===== config.mk =====
export PLATFORM = sky130hd
export DESIGN_NAME = i2s_peak_bargraph
export DESIGN_NICKNAME = d
export VERILOG_FILES = /design/src/rtl/i2s_peak_bargraph.sv
export SDC_FILE = /design/constraint.sdc
export NUM_CORES = 1
export LEC_CHECK = 0
export ABC_AREA = 0
export CORE_UTILIZATION = 44
export CTS_BUF_LIST = sky130_fd_sc_hd__clkbuf_8
export DETAILED_ROUTE_END_ITERATION = 10
export GPL_ROUTABILITY_DRIVEN = 0
export PLACE_DENSITY = 0.66
export SYNTH_ARGS = -nofsm -noshare
export SYNTH_HDL_FRONTEND = slang
export SYNTH_SLANG_ARGS = --single-unit

===== constraint.sdc =====
create_clock -name BIT_CK -period 6.6 [get_ports BIT_CK]
set_clock_uncertainty 0.1 [all_clocks]
set_input_delay 0.99 -clock BIT_CK [delete_from_list [all_inputs] [get_ports BIT_CK]]
set_output_delay 0.99 -clock BIT_CK [all_outputs]
set_load 0.02 [all_outputs]

===== src/rtl/i2s_peak_bargraph.sv =====
// Peak meter behind the I2S deserializer: per-channel |sample| peak with
// hold-then-decay ballistics, mapped to a 6 dB/segment thermometer bar.
//
// Ports:
//   BIT_CK        clock, rising edge
//   RESET         synchronous, active-high
//   DATA_L/R      two's complement samples from the deserializer
//   STROBE        level-valid; one sample accepted per high period
//   STROBE_LR     channel of latest sample (1 = right)
//   BAR_L/R       thermometer bars, bit k = segment k
//   CLIP_L/R      clip indicators, held HOLD_SAMPLES channel samples
//   BAR_VALID     one-cycle pulse, 3 cycles after accept
//   BAR_VALID_LR  channel of that update (1 = right)
module i2s_peak_bargraph #(
    parameter int WIDTH        = 16,
    parameter int SEGMENTS     = 8,
    parameter int HOLD_SAMPLES = 2400,
    parameter int DECAY_SHIFT  = 6
) (
    input  logic                BIT_CK,
    input  logic                RESET,
    input  logic [WIDTH-1:0]    DATA_L,
    input  logic [WIDTH-1:0]    DATA_R,
    input  logic                STROBE,
    input  logic                STROBE_LR,
    output logic [SEGMENTS-1:0] BAR_L,
    output logic [SEGMENTS-1:0] BAR_R,
    output logic                CLIP_L,
    output logic                CLIP_R,
    output logic                BAR_VALID,
    output logic                BAR_VALID_LR
);

    localparam int MW = WIDTH - 1;
    localparam int HW = $clog2(HOLD_SAMPLES + 1);
    localparam logic [HW-1:0] HOLD_LD = HW'(HOLD_SAMPLES);

    // Stage 0: accept on STROBE rising edge
    logic             r_strobe_d;
    logic             r_s0_vld;
    logic             r_s0_ch;
    logic [WIDTH-1:0] r_s0_smp;
    logic             w_accept;

    assign w_accept = STROBE & ~r_strobe_d;

    always_ff @(posedge BIT_CK) begin
        if (RESET) begin
            r_strobe_d <= 1'b0;
            r_s0_vld   <= 1'b0;
            r_s0_ch    <= 1'b0;
            r_s0_smp   <= '0;
        end else begin
            r_strobe_d <= STROBE;
            r_s0_vld   <= w_accept;
            if (w_accept) begin
                r_s0_ch  <= STROBE_LR;
                r_s0_smp <= STROBE_LR ? DATA_R : DATA_L;
            end
        end
    end

    // Stage 1: magnitude, most-negative saturates to max positive
    logic             w_is_min;
    logic             w_is_max;
    logic [WIDTH-1:0] w_abs;
    logic [MW-1:0]    w_mag;
    logic             r_s1_vld;
    logic             r_s1_ch;
    logic             r_s1_clip;
    logic [MW-1:0]    r_s1_mag;

    assign w_is_min = (r_s0_smp == {1'b1, {MW{1'b0}}});
    assign w_is_max = (r_s0_smp == {1'b0, {MW{1'b1}}});
    assign w_abs    = r_s0_smp[WIDTH-1] ? ({WIDTH{1'b0}} - r_s0_smp)
                                        : r_s0_smp;
    assign w_mag    = w_is_min ? {MW{1'b1}} : w_abs[MW-1:0];

    always_ff @(posedge BIT_CK) begin
        if (RESET) begin
            r_s1_vld  <= 1'b0;
            r_s1_ch   <= 1'b0;
            r_s1_clip <= 1'b0;
            r_s1_mag  <= '0;
        end else begin
            r_s1_vld  <= r_s0_vld;
            r_s1_ch   <= r_s0_ch;
            r_s1_clip <= w_is_min | w_is_max;
            r_s1_mag  <= w_mag;
        end
    end

    // Stage 2: peak / hold / clip update of the selected channel
    logic [MW-1:0] r_peak_l, r_peak_r;
    logic [HW-1:0] r_hold_l, r_hold_r;
    logic [HW-1:0] r_ccnt_l, r_ccnt_r;
    logic          r_clip_l, r_clip_r;
    logic          r_s2_vld;
    logic          r_s2_ch;

    logic [MW-1:0] w_peak_cur, w_peak_nx, w_dec, w_sub;
    logic [HW-1:0] w_hold_cur, w_hold_nx;
    logic [HW-1:0] w_ccnt_cur, w_ccnt_nx;
    logic          w_clip_cur, w_clip_nx;

    assign w_peak_cur = r_s1_ch ? r_peak_r : r_peak_l;
    assign w_hold_cur = r_s1_ch ? r_hold_r : r_hold_l;
    assign w_ccnt_cur = r_s1_ch ? r_ccnt_r : r_ccnt_l;
    assign w_clip_cur = r_s1_ch ? r_clip_r : r_clip_l;

    always_comb begin
        w_peak_nx = w_peak_cur;
        w_hold_nx = w_hold_cur;
        w_dec     = w_peak_cur >> DECAY_SHIFT;
        if (w_dec == '0)
            w_dec = MW'(1);
        w_sub = (w_peak_cur > w_dec) ? (w_peak_cur - w_dec) : '0;
        if (r_s1_mag > w_peak_cur) begin
            w_peak_nx = r_s1_mag;
            w_hold_nx = HOLD_LD;
        end else if (w_hold_cur != '0) begin
            w_hold_nx = w_hold_cur - HW'(1);
        end else begin
            // decay never drops below the current sample
            w_peak_nx = (w_sub > r_s1_mag) ? w_sub : r_s1_mag;
        end
    end

    always_comb begin
        w_ccnt_nx = w_ccnt_cur;
        w_clip_nx = w_clip_cur;
        if (r_s1_clip) begin
            w_ccnt_nx = HOLD_LD;
            w_clip_nx = 1'b1;
        end else if (w_ccnt_cur != '0) begin
            w_ccnt_nx = w_ccnt_cur - HW'(1);
        end else begin
            w_clip_nx = 1'b0;
        end
    end

    always_ff @(posedge BIT_CK) begin
        if (RESET) begin
            r_peak_l <= '0;
            r_peak_r <= '0;
            r_hold_l <= '0;
            r_hold_r <= '0;
            r_ccnt_l <= '0;
            r_ccnt_r <= '0;
            r_clip_l <= 1'b0;
            r_clip_r <= 1'b0;
            r_s2_vld <= 1'b0;
            r_s2_ch  <= 1'b0;
        end else begin
            r_s2_vld <= r_s1_vld;
            r_s2_ch  <= r_s1_ch;
            if (r_s1_vld) begin
                if (r_s1_ch) begin
                    r_peak_r <= w_peak_nx;
                    r_hold_r <= w_hold_nx;
                    r_ccnt_r <= w_ccnt_nx;
                    r_clip_r <= w_clip_nx;
                end else begin
                    r_peak_l <= w_peak_nx;
                    r_hold_l <= w_hold_nx;
                    r_ccnt_l <= w_ccnt_nx;
                    r_clip_l <= w_clip_nx;
                end
            end
        end
    end

    // Stage 3: log-scale thermometer, one octave per segment
    logic [MW-1:0]       w_bar_src;
    logic [SEGMENTS-1:0] w_bar;
    logic [SEGMENTS-1:0] r_bar_l, r_bar_r;
    logic                r_bv, r_bv_lr;

    assign w_bar_src = r_s2_ch ? r_peak_r : r_peak_l;

    always_comb begin
        w_bar = '0;
        for (int k = 0; k < SEGMENTS; k++)
            w_bar[k] = (w_bar_src >= (MW'(1) << (WIDTH - 1 - SEGMENTS + k)));
    end

    always_ff @(posedge BIT_CK) begin
        if (RESET) begin
            r_bar_l <= '0;
            r_bar_r <= '0;
            r_bv    <= 1'b0;
            r_bv_lr <= 1'b0;
        end else begin
            r_bv <= r_s2_vld;
            if (r_s2_vld) begin
                r_bv_lr <= r_s2_ch;
                if (r_s2_ch)
                    r_bar_r <= w_bar;
                else
                    r_bar_l <= w_bar;
            end
        end
    end

    assign BAR_L        = r_bar_l;
    assign BAR_R        = r_bar_r;
    assign CLIP_L       = r_clip_l;
    assign CLIP_R       = r_clip_r;
    assign BAR_VALID    = r_bv;
    assign BAR_VALID_LR = r_bv_lr;

endmodule


==> results by stage, run 1 <==
Logic synthesis:
- A synthesized cell averages a little over 8 um^2.
- For this run, the leading register cell type out of synthesis is dfxtp_1.
- The sequential cell area fraction in the yosys report is 33.77%.
- The number of distinct library cells after synthesis is 70.
- After synthesis the netlist holds a flip-flop and latch count of around 140.
- The number of nets in the synthesized netlist is roughly 1100.
- In the post-synthesis netlist, the biggest area contributors are dfxtp_1 (34%), ha_1 (6.9%), nor2_1 (6.1%), a21oi_1 (5.7%), mux2i_1 (5.5%).
- Yosys printed 0 warnings.
- The synthesized design contains 0 enable-type register cells.
- After synthesis, the largest area contributor takes up between 30% and 40% of total cell area.
- The post-synthesis cell count is 991.
- Of all cell types, the one taking the most synthesized area is dfxtp_1.
- The total standard cell area after synthesis is 8122 um^2.
- In the synthesized netlist the async set-or-reset flop fraction comes to 0%.

Place:
- The number of placed instances, taps included, is 1220.
- The total of buffers placed on input and output ports is 55.
- The HPWL after detailed placement is 13.93 mm.

Setup path:
- Of all nets on the critical path, the largest fanout is 27.
- The data required time at the worst endpoint is a little under 7000 ps.
- The worst setup path is captured at a flip-flop.
- The reg-to-reg critical path startpoint is r_s1_ch$_SDFF_PP0_.
- Counting cells, the worst reg-to-reg path comes to 20.
- The worst setup path is launched from a flip-flop.
- The worst reg-to-reg setup slack is between 600 and 700 ps.
- The data arrival time at the worst-slack endpoint is around 6200 ps.
- The endpoint identified for the worst register-to-register timing path is r_peak_l[10]$_SDFFE_PP0P_.
- The critical path class is flip-flop to flip-flop.

Detailed routing:
- The total routed wirelength is ~20 mm.
- In the final routed layout, each cell accounts on average for 15.82 um.
- Once detail routing completed, the nets flagged for antenna violations numbered 0.
- Summing over every cut layer, the via total after detailed routing is just over 7000.
- The number of vias per cell is 5.783.
- In the routed design, unresolved DRC markers number 0.
- The first routing iteration left 582 violations.
- The count of TritonRoute iterations in the first routing pass is 5.

Power:
- The internal power of the cells totals 1596 uW.
- The share of total power in sequential cells is a little over a third.
- Summing internal, switching and leakage power gives around 2500 uW.
- The switching power share of the total is 36.55%.
- The cell area power density is 275.1 nW/um^2.
- Summed over all cells, the static leakage comes to ~0.0034 uW.
- The power share of the combinational group is about 36%.
- The share of total power dissipated in the clock network is 27.8%.
- The worst-case IR drop observed on VDD is 0.0001408 V.
- In this run the power spent charging and discharging nets is 919.6 uW.

Global routing:
- Summed over all layers, the global routing overflow is 0.
- The initial antenna violation count was 0.
- The first-pass GRT wire length is 32.60 mm.
- The largest net degree at the start of global routing is 84.
- The number of global-route vias before repair was 6494.
- In the global route stage, overall resource usage came out at 21.78%.

Timing:
- Setup violations remaining at the end of the flow were counted as 0.
- Setup repair after global routing left no endpoint under its margin.
- After routing, the total negative slack on setup checks comes to 0 ps.
- In this run the tightest slew margin relative to its limit is 25.41%.
- The number of hold violations in the final report is 0.
- The maximum clock frequency is 166.9 MHz.
- The share of the clock period used by the worst path is about nine tenths.
- The max-slew violation total from the final report came to 0.
- The worst path in the final design needs a cycle of 5991 ps, including I/O delays and setup.
- At the pin with the least slew margin, the transition time is between 1000 and 1500 ps.

Die:
- The die height is 137.9 um.
- The core area is ~18000 um^2.
- Row generation in the floorplan step produced 49 rows.
- For this design the top-level I/O count stands at 56.
- The overall die width is 137.9 um.
- The initial core utilization is between 40% and 50%.
- The area of the die is 19010 um^2.

Layout:
- The count of filler cells inserted in the layout is 1777.
- The final-stage net count is about 1100.
- Of the cells placed in the final design, the portion with a size suffix greater than 1 is 7.143%.
- The non-filler instance count after layout is 1251.
- The number of inserted diodes is 0.
- Relative to the synthesized area, the layout overhead comes to 12.62%.

Clock tree:
- The library cell used as clock root buffer is clkbuf_8.
- The post-CTS clock slew at the launch and capture registers of the worst setup and hold paths is 80 ps.
- TritonCTS built the clock tree.
- The number of gates resized after cts is 0.
- At the later pin of the worst-skew pair, clock insertion delay measures 440 ps.
- After clock tree synthesis, the setup repair step added 0 buffers.
- The maximum root-to-sink buffer count is 2.
- The number of clock buffers added by TritonCTS is 17.
- In this run the number of H-tree levels came out at 4.
- Buffers inserted to repair hold after CTS numbered 0.
- The tree built by TritonCTS fans out to 137 sinks.

Status:
- The run finished with clean final reports.

Flow run:
- The max-capacitance violation count is 0.

Min path:
- The hold path startpoint is r_ccnt_l[1]$_SDFFE_PP0P_.
- The path category of the worst min-delay check is flip-flop to flip-flop.
- The worst hold path terminates at r_ccnt_l[1]$_SDFFE_PP0P_.
- The number of cells on the worst hold path is 2.
-- flip-flops by register name (all words and copies together) (netlist names) --
name and cells:
r_s0_smp 16, r_hold_l 12, BAR_R 8, r_peak_r 15
r_peak_l 15, BAR_L 8, r_s2_vld 1, r_s1_mag 15
CLIP_L 1, r_ccnt_r 12, CLIP_R 1, r_s0_vld 1
r_strobe_d 1, r_s1_clip 1, r_s0_ch 1, r_ccnt_l 12
r_s2_ch 1, BAR_VALID_LR 1, BAR_VALID 1, r_s1_ch 1
r_hold_r 12, r_s1_vld 1
-- synth_stat cells (12+ instances only) --
master	number
a21oi_1	92
o21ai_0	22
a211oi_1	59
xor2_1	12
dfxtp_1	137
nand2_1	66
xnor2_1	14
o21bai_1	12
mux2i_1	45
ha_1	45
inv_1	37
nor2_1	132
nand3_1	13
mux2_2	12
nor3_1	47
clkbuf_1	44
a21o_1	12
nor2b_1	12
-- per-stage QoR --
stage / instance area [um^2] / utilization, % / setup WS [ps] / hold slack, ps
floorplan: 8122 / - / 1218 / 313.8
global placement: 8750 / 48.54 / 902.1 / 341.7
detailed placement: 8750 / 48.54 / 753.0 / 346.0
CTS: 9146 / 50.74 / 728.7 / 356.6
global route: 9146 / 50.74 / 68.24 / 377.4
finish: 9146 / 50.74 / 609.1 / 355.8
-- cell families (layout without fill, tap and decap cells) --
logic type / count (synthesis) / count (layout) / share of synthesized area (%)
fa+ha+maj: 46 / 46 / 7.179
xor+xnor: 26 / 26 / 2.804
buf+inv: 99 / 130 / 5.053
flops: 137 / 137 / 33.77
compound gates: 274 / 274 / 22.88
mux: 58 / 58 / 7.379
simple gates: 351 / 351 / 20.94
-- power by group through the flow --
stage | registers, uW | logic, uW | clock network [uW]
3_5_place_dp | 923 | 894 | 0
4_1_cts | 904 | 899 | 717
2_1_floorplan | 906 | 706 | 0
6_report | 905 | 913 | 699
5_1_grt | 910 | 1010 | 756
3_3_place_gp | 922 | 886 | 0
-- critical path, cell delays in order (launching register included) --
cell,delay (ps)
dfxtp_2,790
nor4b_1,390
a22o_1,290
nand3_1,110
nand2_1,100
ha_1,160
inv_1,50
fa_1,430
a211oi_1,300
o211ai_1,220
a211oi_1,300
xor2_1,180
nor2_1,70
ha_1,310
nand4_1,150
a211o_1,290
a21oi_1,310
o21ai_0,250
a21o_1,440
a221oi_1,470
a211oi_1,130
-- layout make-up --
type,count,area [um^2],area share (%)
clock buffer,19,261.5,2.859
clock inverter,12,135.1,1.477
tap,229,286.5,3.133
multi-input combinational,755,4980,54.45
sequential,137,2744,30.00
inverter,37,138.9,1.518
timing repair buffer,62,600.6,6.566
-- per-layer routing --
layer  up-vias  part of all wire (%)  GRT usage (%)
li1       3658                     -              -
met1      3325                    49          32.03
met2       231                    43          31.78
met3        20                   6.5          4.130
met4         0                   1.1          6.522
met5         -                     0              0
-- cells in the final DEF, fill, tap and decap left out, types with 41 or more instances in the layout --
cell type	n
mux2i_1	45
ha_1	45
nor3_1	47
clkdlybuf4s50_1	54
a21oi_1	92
dfxtp_1	136
nand2_1	66
a211oi_1	59
nor2_1	132
inv_1	41
-- worst max path at each step --
| stage | start | to | slack, ps | cells past startpoint |
|---|---|---|---|---|
| after detailed placement | r_s1_ch$_SDFF_PP0_ | r_peak_l[10]$_SDFFE_PP0P_ | 750 | 19 |
| final | r_s1_ch$_SDFF_PP0_ | r_peak_l[10]$_SDFFE_PP0P_ | 610 | 20 |
| after global routing | r_s1_ch$_SDFF_PP0_ | r_peak_l[10]$_SDFFE_PP0P_ | 70 | 20 |
| after CTS | r_s1_ch$_SDFF_PP0_ | r_peak_l[10]$_SDFFE_PP0P_ | 730 | 20 |
| after floorplan | r_s1_ch$_SDFF_PP0_ | r_peak_l[9]$_SDFFE_PP0P_ | 1220 | 25 |
| after global placement | r_s1_ch$_SDFF_PP0_ | r_peak_l[10]$_SDFFE_PP0P_ | 900 | 20 |
(Power assumes the default switching activity.)
==> run 2, diff against run 1 <==
Clock period 6.6 ns to 7.45 ns, I/O delays scaled along.
==> run 2 against run 1 <==
Compared with the run above:
- sequential power fell by 11%
- global-route usage rose by 0.23 points
- worst hold slack improved by 1.4 ps
- cell count did not move
- routed wire length rose by 0.37%
- final area fell by 0.21%
- register-to-register slack improved by 860 ps
- maximum frequency barely moved
- flip-flop and latch count did not move
- clock power fell by 15%
==> results by stage, run 2 (same netlist as run 1, synthesis figures left out) <==
Layout:
- The final-stage net count is 1092 (unchanged).
- The flip-flop count of the largest register, all copies and words added was 16 (unchanged).
- In the layout the commonest cells are dfxtp_1 (136), nor2_1 (132), a21oi_1 (92).
- The leading cell type in the layout, fill and taps excluded is dfxtp_1.
- The area overhead of the layout relative to synthesis is 12.39%.
- The number of inserted diodes was 0 (unchanged).
- The largest register by flop count is r_s0_smp.
- The non-filler instance count after layout is 1251 (unchanged).
- The ratio of cells with drive above 1 in the final layout is 7.436% (+0.29 points).

Detailed routing:
- The number of vias after detailed routing is 7188 (-0.64%).
- The final routed DRC violation total is 0 (unchanged).
- The number of DRC violations after detailed-routing iteration 0 is 576 (-1.0%).
- The remaining antenna violation count is 0 (unchanged).
- The total routed wirelength is 19.86 mm (+0.37%).
- The mean routed wirelength per cell came to 15.88 um (+0.37%).
- The number of vias per cell is 5.746 (-0.64%).
- The count of TritonRoute iterations in the first routing pass is 5 (unchanged).

Global routing:
- The global-route track usage on met3 came to 3.947% (-0.18 points).
- The initial antenna violation count is 0 (unchanged).
- After global routing, the most crowded layer is met2.
- The final global-route overflow total is 0 (unchanged).
- The global-route usage over all layers is 22.02% (+0.23 points).
- The met2 track demand over resource in global routing came to 32.36% (+0.58 points).
- The global-route met1 utilization came to 32.32% (+0.29 points).
- The number of global-route vias before repair is 6561 (+1.0%).
- The largest net degree at the start of global routing is 84 (unchanged).
- The first-pass GRT wire length was 33.01 mm (+1.2%).

Clock tree:
- The total CTS buffers is 17 (unchanged).
- The tree is rooted in a clkbuf_8.
- The hold buffer count at cts is 0 (unchanged).
- The total number of H-tree levels is 4 (unchanged).
- The post-CTS clock slew at the launch and capture registers of the worst setup and hold paths is 80 ps (about the same).
- The post-CTS setup-driven buffer insertion count is 0 (unchanged).
- The number of gates resized after cts is 0 (unchanged).
- The maximum root-to-sink buffer count is 2 (unchanged).
- The clock net sink count is 137 (unchanged).
- The clock latency on the worst-skew pair was 450 ps (about the same).
- The CTS tree is yes.

Die:
- The number of placement rows is 49 (unchanged).
- The initial core utilization was 45.06% (unchanged).
- The die height came to 137.9 um (unchanged).
- The overall die width came to 137.9 um (unchanged).
- The count of boundary I/O pins is 56 (unchanged).
- The area of the die is 19010 um^2 (unchanged).
- The core area is 18020 um^2 (unchanged).

Timing:
- The final-report setup violation count is 0 (unchanged).
- The minimum clock period is 5985 ps (-5.662 ps).
- The number of hold violations in the final report was 0 (unchanged).
- Setup repair after global routing left no endpoint under its margin.
- The relative slew slack is 28.00% (+2.6 points).
- The max-slew violation total from the final report is 0 (unchanged).
- The maximum clock frequency is 167.1 MHz (about the same).
- The share of the clock period used by the worst path is 80.34% (-10 points).
- The total negative slack for setup checks is 0 ps (unchanged).
- The slew at the pin with the worst max-slew slack was 1080 ps (-38.86 ps).

Setup path:
- STA classifies the critical path endpoint as a flip-flop.
- The slowest stage cell on the critical path is dfxtp_2.
- The data required time at the worst endpoint is 7720 ps (+930 ps).
- The worst stage delay on the critical path is 790 ps (about the same).
- The data arrival time at the worst-slack endpoint is 6250 ps (+70 ps).
- The startpoint type of the worst setup path is a flip-flop.
- The setup path with the least slack is of type flip-flop to flip-flop.
- The critical path's most frequent cell is a211oi_1.
- The signal on the critical path passes through nor4b_1 > a22o_1 > nand3_1 > nand2_1 > ha_1 > inv_1 > fa_1 > a211oi_1 > o211ai_1 > a211oi_1 > xnor2_1 > nor2_1 > ha_1 > nand4_1 > or4_1 > o21ai_0 > a21o_1 > a221oi_1 > a211oi_1.
- The total number of cells along the worst setup path is 19 (-5.0%).
- The worst reg-to-reg setup slack is 1460 ps (+860 ps).
- The critical path buffer and inverter count was 1 (unchanged).
- The cell family contributing the most delay on the critical path is compound AO/OA/AOI/OAI gates.
- The number of cells on the worst reg-to-reg path is 19 (-5.0%).
- The peak fanout along the critical path is 27 (unchanged).

Flow run:
- The max-capacitance violation count is 0 (unchanged).

Place:
- The number of placed cells counting well taps came to 1220 (unchanged).
- The total of buffers placed on input and output ports is 55 (unchanged).
- The HPWL after detailed placement is 14.00 mm (+0.46%).

Min path:
- The min-delay analysis places its worst path in the category flip-flop to flip-flop.
- The number of cells on the worst hold path is 2 (unchanged).

Power:
- The worst IR drop on VDD came to 0.0001127 V (-20%).
- The overall power after layout is 2203 uW (-12%).
- The cell area power density is 241.4 nW/um^2 (-12%).
- The leakage dissipation is 0.003381 uW (-0.49%).

Status:
- The run finished with clean final reports.
-- run 2: cell types whose count changed in the layout (fill, tap and decap cells not counted), sizes merged --
cell / before / now
bufinv: 3 / 2
clkbuf: 19 / 18
clkinv: 3 / 7
inv: 41 / 39
-- run 2: worst reg2reg max path: cells and delay by family, from the launching register on --
kind / cells / cell delay, ps
AOI/OAI and AO/OA: 8 / 2440
xor gates and xnor gates: 1 / 160
adders and majority gates: 3 / 880
buffers and inverters: 1 / 50
DFF: 1 / 790
and+or+nand+nor: 6 / 1480
-- run 2: cell type report --
cell class	instances	area (um^2)
Clock buffer	18	247.7
Fill cell	1768	8897
Sequential cell	137	2744
Timing Repair Buffer	62	600.6
Clock inverter	13	130.1
Multi-Input combinational cell	755	4980
Tap cell	229	286.5
Inverter	37	138.9
-- run 2: final timing paths --
check,start,end
worst max-delay path,r_s1_ch$_SDFF_PP0_,r_peak_l[10]$_SDFFE_PP0P_
worst min-delay path,r_hold_l[1]$_SDFFE_PP0P_,r_hold_l[1]$_SDFFE_PP0P_
worst max register to register,r_s1_ch$_SDFF_PP0_,r_peak_l[10]$_SDFFE_PP0P_
worst min register to register,r_hold_l[1]$_SDFFE_PP0P_,r_hold_l[1]$_SDFFE_PP0P_
-- run 2: metrics by stage --
| step | hold WS, ps | area, um^2 | util (%) | setup slack (ps) |
|---|---|---|---|---|
| 2_1_floorplan | 313.8 | 8122 | - | 2068 |
| 3_3_place_gp | 341.7 | 8750 | 48.54 | 1752 |
| 3_5_place_dp | 346.0 | 8750 | 48.54 | 1624 |
| 4_1_cts | 357.2 | 9128 | 50.64 | 1586 |
| 5_1_grt | 378.4 | 9128 | 50.64 | 991.8 |
| 6_report | 357.2 | 9128 | 50.64 | 1465 |
-- run 2: routing by layer --
layer	routed length [um]	part of all wire, %
met1	10010	50
met2	8415	42
met3	1113	5.6
met4	322	1.6
met5	0	0
-- run 2: report_power, final --
| part | internal (uW) | switching, uW |
|---|---|---|
| clock | 301 | 294 |
| sequential | 764 | 37.3 |
| combinational | 310 | 496 |
